File: src/rtl/dadd_pkg.sv
// Shared definitions for the dadd arbitration controller: FSM encoding,
// default widths and the layout of the datapath configuration word.
package dadd_pkg;

    localparam int unsigned LOC_AWIDTH_DEF = 32;
    localparam int unsigned LOC_DWIDTH_DEF = 32;
    localparam int unsigned CFG_WIDTH      = 32;

    localparam logic [1:0] ST_RUN   = 2'd0;
    localparam logic [1:0] ST_DRAIN = 2'd1;
    localparam logic [1:0] ST_APPLY = 2'd2;

    // reg_value layout: bit0 enable, bits 5:1 addend
    localparam int unsigned REG_EN_BIT    = 0;
    localparam int unsigned REG_ADD_LSB   = 1;
    localparam int unsigned REG_ADD_MSB   = 5;
    localparam int unsigned REG_ADD_WIDTH = REG_ADD_MSB - REG_ADD_LSB + 1;

    function automatic logic reg_enable(input logic [CFG_WIDTH-1:0] word);
        return word[REG_EN_BIT];
    endfunction

    function automatic logic [REG_ADD_WIDTH-1:0] reg_addend(input logic [CFG_WIDTH-1:0] word);
        return word[REG_ADD_MSB:REG_ADD_LSB];
    endfunction

endpackage

File: src/rtl/dadd_rr_arb.sv
// Two-port round-robin arbiter; last_grant==1 means port 1 won last,
// so port 0 takes the first tie out of reset.
module dadd_rr_arb (
    input  logic clk,
    input  logic rst_n,
    input  logic en,
    input  logic valid0,
    input  logic valid1,
    output logic ready0,
    output logic ready1
);

    logic last_grant;

    always_comb begin
        ready0 = en & valid0 & (~valid1 | last_grant);
        ready1 = en & valid1 & (~valid0 | ~last_grant);
    end

    always_ff @(posedge clk or negedge rst_n) begin
        if (!rst_n) begin
            last_grant <= 1'b1;
        end else if (valid0 & ready0) begin
            last_grant <= 1'b0;
        end else if (valid1 & ready1) begin
            last_grant <= 1'b1;
        end
    end

endmodule

File: src/rtl/dadd_arb_ctrl.sv
// Arbitrates two requesters onto the dadd datapath, routes results back by
// tag, and swaps the datapath configuration only once the pipe is empty.
module dadd_arb_ctrl
    import dadd_pkg::*;
#(
    parameter int unsigned LOC_AWIDTH = LOC_AWIDTH_DEF,
    parameter int unsigned LOC_DWIDTH = LOC_DWIDTH_DEF
) (
    input  logic                  clk,
    input  logic                  rst_n,
    input  logic                  req0_valid,
    input  logic [LOC_DWIDTH-1:0] req0_data,
    input  logic [LOC_AWIDTH-1:0] req0_addr,
    output logic                  req0_ready,
    input  logic                  req1_valid,
    input  logic [LOC_DWIDTH-1:0] req1_data,
    input  logic [LOC_AWIDTH-1:0] req1_addr,
    output logic                  req1_ready,
    input  logic                  cfg_wr_en,
    input  logic [CFG_WIDTH-1:0]  cfg_wr_data,
    output logic                  cfg_busy,
    output logic                  dadd_in_en,
    output logic [LOC_DWIDTH-1:0] dadd_in,
    output logic [LOC_AWIDTH-1:0] dadd_in_addr,
    output logic [CFG_WIDTH-1:0]  reg_value,
    input  logic                  dadd_out_en,
    input  logic [LOC_DWIDTH-1:0] dadd_out,
    input  logic [LOC_AWIDTH-1:0] dadd_out_addr,
    output logic                  rsp0_en,
    output logic                  rsp1_en,
    output logic [LOC_DWIDTH-1:0] rsp_data,
    output logic [LOC_AWIDTH-1:0] rsp_addr
);

    logic [1:0]           state_q;
    logic [1:0]           state_d;
    logic                 pending_q;
    logic                 pending_d;
    logic [CFG_WIDTH-1:0] shadow_q;
    logic [CFG_WIDTH-1:0] shadow_d;
    logic                 apply_c;
    logic                 run_c;
    logic                 acc0_c;
    logic                 acc1_c;
    logic                 tag1_q;
    logic                 tag2_q;

    assign run_c  = (state_q == ST_RUN);
    assign acc0_c = req0_valid & req0_ready;
    assign acc1_c = req1_valid & req1_ready;

    dadd_rr_arb u_arb (
        .clk    (clk),
        .rst_n  (rst_n),
        .en     (run_c),
        .valid0 (req0_valid),
        .valid1 (req1_valid),
        .ready0 (req0_ready),
        .ready1 (req1_ready)
    );

    // State register with the pending shadow configuration
    always_ff @(posedge clk or negedge rst_n) begin
        if (!rst_n) begin
            state_q   <= ST_RUN;
            pending_q <= 1'b0;
            shadow_q  <= '0;
        end else begin
            state_q   <= state_d;
            pending_q <= pending_d;
            shadow_q  <= shadow_d;
        end
    end

    // Next state; a write landing in APPLY is kept pending and re-drains from RUN
    always_comb begin
        state_d   = state_q;
        pending_d = pending_q;
        shadow_d  = shadow_q;
        apply_c   = 1'b0;
        case (state_q)
            ST_RUN: begin
                if (cfg_wr_en || pending_q) begin
                    state_d = ST_DRAIN;
                end
            end
            ST_DRAIN: begin
                if (!dadd_in_en) begin
                    state_d = ST_APPLY;
                end
            end
            ST_APPLY: begin
                state_d   = ST_RUN;
                apply_c   = 1'b1;
                pending_d = 1'b0;
            end
            default: state_d = ST_RUN;
        endcase
        if (cfg_wr_en) begin
            shadow_d  = cfg_wr_data;
            pending_d = 1'b1;
        end
    end

    // Issue register and tag pipe
    always_ff @(posedge clk or negedge rst_n) begin
        if (!rst_n) begin
            dadd_in_en   <= 1'b0;
            dadd_in      <= '0;
            dadd_in_addr <= '0;
            tag1_q       <= 1'b0;
            tag2_q       <= 1'b0;
        end else begin
            dadd_in_en <= acc0_c | acc1_c;
            tag1_q     <= acc1_c;
            tag2_q     <= tag1_q;
            if (acc0_c) begin
                dadd_in      <= req0_data;
                dadd_in_addr <= req0_addr;
            end else if (acc1_c) begin
                dadd_in      <= req1_data;
                dadd_in_addr <= req1_addr;
            end
        end
    end

    // Configuration only changes in APPLY, when nothing is being issued
    always_ff @(posedge clk or negedge rst_n) begin
        if (!rst_n) begin
            reg_value <= '0;
        end else if (apply_c) begin
            reg_value <= shadow_q;
        end
    end

    assign cfg_busy = pending_q | ~run_c;
    assign rsp0_en  = dadd_out_en & ~tag2_q;
    assign rsp1_en  = dadd_out_en & tag2_q;
    assign rsp_data = dadd_out;
    assign rsp_addr = dadd_out_addr;

endmodule

File: config.mk
export PLATFORM = sky130hd
export DESIGN_NAME = dadd_arb_ctrl
export DESIGN_NICKNAME = d
export VERILOG_FILES = /design/src/rtl/dadd_pkg.sv /design/src/rtl/dadd_rr_arb.sv /design/src/rtl/dadd_arb_ctrl.sv
export SDC_FILE = /design/constraint.sdc
export NUM_CORES = 1
export LEC_CHECK = 0
export ABC_AREA = 1
export CAP_MARGIN = 25
export CORE_ASPECT_RATIO = 1.1
export CORE_UTILIZATION = 25
export CTS_BUF_LIST = sky130_fd_sc_hd__clkbuf_4 sky130_fd_sc_hd__clkbuf_8
export DETAILED_ROUTE_END_ITERATION = 8
export DONT_BUFFER_PORTS = 1
export GPL_ROUTABILITY_DRIVEN = 0
export GPL_TIMING_DRIVEN = 1
export HOLD_SLACK_MARGIN = 0.08
export SETUP_SLACK_MARGIN = 0.2
export SYNTH_ARGS = -nofsm -noshare
export SYNTH_HDL_FRONTEND = slang
export SYNTH_HIERARCHICAL = 1
export SYNTH_SLANG_ARGS = --single-unit
File: constraint.sdc
create_clock -name clk -period 1.6 [get_ports clk]
set_input_delay 0.4 -clock clk [delete_from_list [all_inputs] [get_ports clk]]
set_output_delay 0.4 -clock clk [all_outputs]
set_load 0.01 [all_outputs]
==> After elaboration in Yosys (flattened, before gate mapping) <==
Index checks and enable logic that the tools add are counted.
{ "op_classes": {"eq_ne": 4, "n_mux": 12, "bitwise": 17, "reduce_logical": 5} }
{ "ops": {"columns": ["operator", "n"], "rows": [
  ["two-way mux 32 bit", 4],
  ["bitwise AND 1 bit", 8],
  ["two-way mux 1 bit", 5],
  ["inverter 1 bit", 5],
  ["two-way mux 2 bit", 2],
  ["OR 1 bit", 4],
  ["one-hot mux 2 bit (2 select lines)", 1],
  ["nonzero test 2 bit", 2],
  ["== test 2 x 1 -> 1 bit, second input constant", 1],
  ["== test 2 bit, second input constant", 1],
  ["logical NOT 2 bit", 1],
  ["inequality test 2 x 1 -> 1 bit, second input constant", 1],
  ["inequality test 2 bit, second input constant", 1],
  ["AND reduction 2 bit", 1],
  ["logical OR 1 bit", 1]
]} }
{ "word_totals": {"regBits": 135, "input_bits": 230, "output_inout_bits": 166, "wordCells": 48} }

==> Depth between registers and ports, before layout <==
{ "depth": {"depth_word": 6, "ltp_mapped": 11} }

==> By module <==
The synthesis kept the hierarchy.
{ "modules_own_cells": {"columns": ["module", "n_inst", "cells_each", "area_per_inst_um2"], "rows": [
  ["dadd_arb_ctrl", 1, 811, 6462.4],
  ["dadd_rr_arb", 1, 11, 65.1]
]} }

==> Least setup slack after synthesis <==
Ideal clock, no wire load.
{ "synth_timing": {"kind": "register to register", "startpoint": "reg state_q[1]", "endpoint": "reg dadd_in[22]", "arrival_time_ps": 1535, "t_required_ps": 1483, "setup_slack_ps": -52, "stages_incl_launch_ff": 11, "cell_sequence": "dfrtp_1 nor2_1 nand2_1 a21oi_1 nand2_2 buf_6 buf_2 nand2_1 nand2_1 nand2_1 nand2_1"} }
{ "synth_between": {"elab_chain_cells": 5} }
{ "synth_rtl": {"columns": ["element", "line_no", "rtl"], "rows": [
  ["from (decl)", "dadd_arb_ctrl.sv:35", "logic [1:0] state_q;"],
  ["from (signal assigned)", "dadd_arb_ctrl.sv:69", "state_q <= state_d;"],
  ["logical NOT 2 bit (*)", "dadd_arb_ctrl.sv:48", "assign run_c = (state_q == ST_RUN);"],
  ["via run_c", "dadd_arb_ctrl.sv:42", "logic run_c;"],
  ["bitwise AND 1 bit (*) (2 in series)", "dadd_rr_arb.sv:16", "ready0 = en & valid0 & (~valid1 | last_grant);"],
  ["via req0_ready", "dadd_arb_ctrl.sv:14", "output logic req0_ready,"],
  ["bitwise AND 1 bit (*)", "dadd_arb_ctrl.sv:49", "assign acc0_c = req0_valid & req0_ready;"],
  ["two-way mux 32 bit / nonzero test 2 bit (equally long branches)", null, null],
  ["to (signal assigned)", "dadd_arb_ctrl.sv:118", "dadd_in <= req0_data;"],
  ["to (signal assigned)", "dadd_arb_ctrl.sv:121", "dadd_in <= req1_data;"],
  ["to (decl)", "dadd_arb_ctrl.sv:23", "output logic [LOC_DWIDTH-1:0] dadd_in,"]
]} }
Mark *: on every way through the listed nets, which the timed path passes. The rest lies on a longest branch.
A chain may end at the register's enable or synchronous reset.

==> Final worst setup path <==
{ "layout_timing": {"startpoint": "reg state_q[0]", "endpoint": "out req0_ready"} }
{ "layout_between": {"elab_chain_cells": 3} }
{ "layout_rtl": {"columns": ["element", "line_no"], "rows": [
  ["logical NOT 2 bit", "dadd_arb_ctrl.sv:48"],
  ["via run_c", "dadd_arb_ctrl.sv:42"],
  ["bitwise AND 1 bit (2 in series)", "dadd_rr_arb.sv:16"],
  ["to (decl)", "dadd_arb_ctrl.sv:14"]
]} }
The timed path passes the listed nets, and every way through them passes these cells.

==> flow_summary_export.csv <==
group,metric,value,unit
status,status,"complete, but fails checks",
status,violations,"negative hold slack, negative setup slack",
clock_network,cts_sinks,135,
placed_design,hpwl,11.9,mm
sta,fmax,549,MHz
yosys,yosysTopAreaCellShare,51.4,%
placed_design,io_buffers,0,
global_routing,grtUsageMet3,6.68,%
yosys,ys_ff_latch,135,
layout,area_growth,31.9,%
clock_network,clock_latency,0.43,ns
sta,tns,-11.88,ns
route,ant_nets,0,
yosys,synth_compound_area_share,5.14,%
global_routing,grt_util_all_layers,14.9,%
clock_network,cts.reportedPaths.clkPinSlew,0.09,ns
worst_setup_path,path_class,"flop to output pin",
clock_network,cts_buffer_depth,2,
yosys,synthXorXnorAreaFrac,0,%
worst_setup_path,worst_setup_path_start_kind,"flop",
route,drc,0,
global_routing,grtUsageMet2,24.6,%
worst_setup_path,worst-path-max-fanout,5,
route,avgViaCountPerCell,4.51,
worst_setup_path,required,1.20,ns
yosys,synth_top_family_by_area,"simple AND/OR/NAND/NOR gates",
yosys,synth_edf_count,0,
sta,finalSetupViolCount,67,
route,via_count,5332,
global_routing,grt_util_met1,15.8,%
layout,final_cells,1181,
min_path,hold_class,"input port to async pin",
yosys,synth_cell_types,17,
global_routing,grt_pass1_vias,4843,
sta,relSlewSlack,83.2,%
yosys,synth_fp_nets,1052,
floorplan,die_area,26800,µm²
sta,fin_crit_sh,114,%
yosys,synthCells,822,
clock_network,cts_tree,"yes",
yosys,synth_area_leaders,"dfrtp_1, nand2_1, buf_4, nand3_1, o21ai_0",
sta,fin_crit,1.82,ns
global_routing,antenna_found_initial,1,
yosys,synth_area_per_cell,7.94,µm²
sta,timing.final.ws_setup,-0.221,ns
power_and_ir_drop,p_leak,4.33,nW
floorplan,ios,396,
yosys,synth_top_cell_by_area,"dfrtp_1",
floorplan,die_w,156,µm
yosys,dominantRegCellSynth,"dfrtp_1",
route,wl_per_cell,19.9,µm
sta,skew,0.0190,ns
route,dr.pass1.iters,4,
job,maxCapViolations,0,
layout,nets,1051,
sta,tightest_slew,0.252,ns
clock_network,cts_root_buf,"clkbuf_8",
yosys,seq_area_frac_synth,51.8,%
sta,hold_viol,135,
global_routing,grt_pass1_wl,29.0,mm
placed_design,dp.cells,1074,
global_routing,busiest_layer,"met2",
yosys,synth-adder-area-share,0,%
yosys,syn_area,6530,µm²
worst_setup_path,cp-end-kind,"output pin",
clock_network,h-tree-depth,4,
sta,timing.hold.ws,-0.347,ns
floorplan,die_h,171,µm
yosys,synth_mux_area_share,0,%
global_routing,grt_max_degree,136,
floorplan,start_util,25.6,%
layout,drive_gt1_share,26.3,%
yosys,ys_warn_count,6,
floorplan,core_area,25500,µm²
power_and_ir_drop,max-vdd-ir-drop,0.652,mV
layout,final_core_util,33.8,%
global_routing,grt.overflow.total,0,
sta,slew_violations,0,
worst_setup_path,cp.arrival,1.42,ns
sta,rsz0062_at_grt,"yes",
floorplan,num_rows,61,
clock_network,cts_made_buffers,17,
yosys,postSynth.asyncResetShare,100,%
power_and_ir_drop,p_per_area,1690,nW/µm²
route,wl,23.5,mm
yosys,yosys.area_share.simple,28.1,%
route,drt_iter0_drc,374,
clock_network,cts_hold_buf,33,
==> logic make-up after synthesis <==
| group | after synthesis |
|---|---|
| buffers and inverters | 154 |
| flip-flops | 135 |
| AND/OR/NAND/NOR | 466 |
| AO/OA/AOI/OAI | 67 |
==> per-layer routing <==
metal / vias up / share of wire [%]
met5: - / 0
met1: 2493 / 36
li1: 2485 / -
met4: 0 / 5.3
met3: 57 / 11
met2: 297 / 47
==> worst paths after layout <==
check | startpoint | depth (start not counted) | to | slack [ns]
max reg2reg | state_q[0]$_DFFE_PN0P_ | 12 | dadd_in[0]$_DFFE_PN0P_ | -0.21
min in group clk | req0_valid | 3 | u_arb/last_grant$_DFFE_PN1P_ | 0.13
max in group asynchronous | rst_n | 0 | u_arb/last_grant$_DFFE_PN1P_ | 1.75
max | state_q[0]$_DFFE_PN0P_ | 4 | req0_ready | -0.22
min | rst_n | 0 | reg_value[23]$_DFFE_PN0N_ | -0.35
min reg2reg | tag1_q$_DFF_PN0_ | 0 | tag2_q$_DFF_PN0_ | 0.37
==> where the power goes <==
group	switching [mW]	internal, mW
logic	2.67	2.43
registers	1.52	4.67
clock network	1.49	1.78
total	5.68	8.88
==> metrics by stage <==
step	area [µm²]	setup slack, ns	total power, mW
finish	8610	-0.221	14.6
global route	8610	-0.355	15.5
CTS	7610	-0.274	13.6
detailed placement	6370	0.00973	9.10
global placement	6370	0.0468	9.00
floorplan	6540	0.152	8.32
==> layout by cell type (no fill, tap or decap), drive strengths merged <==
| master | count |
|---|---|
| nand2 | 398 |
| dfrtp | 134 |
| o21ai | 65 |
| nand3 | 64 |
| buf | 48 |
| inv | 45 |
| dlygate4sd3 | 32 |
| clkbuf | 30 |
| clkinv | 5 |
| bufinv | 4 |
| nor2 | 3 |
| a21oi | 2 |
| diode | 1 |
| nor3 | 1 |
| clkinvlp | 1 |
| bufbuf | 1 |
| dfstp | 1 |
==> worst max-delay path, stage by stage (launching register included) <==
cell	delay [ns]
dfrtp_1	0.42
nor2_4	0.15
nand2_2	0.09
a21oi_4	0.16
buf_12	0.18
==> flip-flops by register name (all words and copies together), names as in the netlist, 2 cells and up <==
signal	flops
dadd_in	32
reg_value	32
dadd_in_addr	32
shadow_q	32
state_q	2
==> layout make-up <==
cell class | instances | area, µm²
flip-flops and latches | 135 | 3380
well taps | 346 | 433
repair buffers | 92 | 1450
clock buffers | 19 | 255
inverters | 42 | 165
diodes | 1 | 2.50
multi-input cells | 533 | 2730
clock inverters | 13 | 194
fillers | 2618 | 16900
==> synth_stat cells, types with 3 or more instances <==
cell and count:
nand3_1 64, dfrtp_1 134, buf_2 19, o21ai_1 12, clkbuf_1 3, nor2_1 3, o21ai_0 53, nand2_1 396
buf_6 10, inv_1 41, buf_4 79
==> timing repair <==
action                                  CTS  global route
buffers inserted                          6            10
endpoints found under the setup margin   70            70
gates cloned                             10            15
endpoints found under the hold margin   169           135
pin swaps                                 4            64
resized for setup                        27           181
No activity file was read; power rests on OpenSTA's default activity.
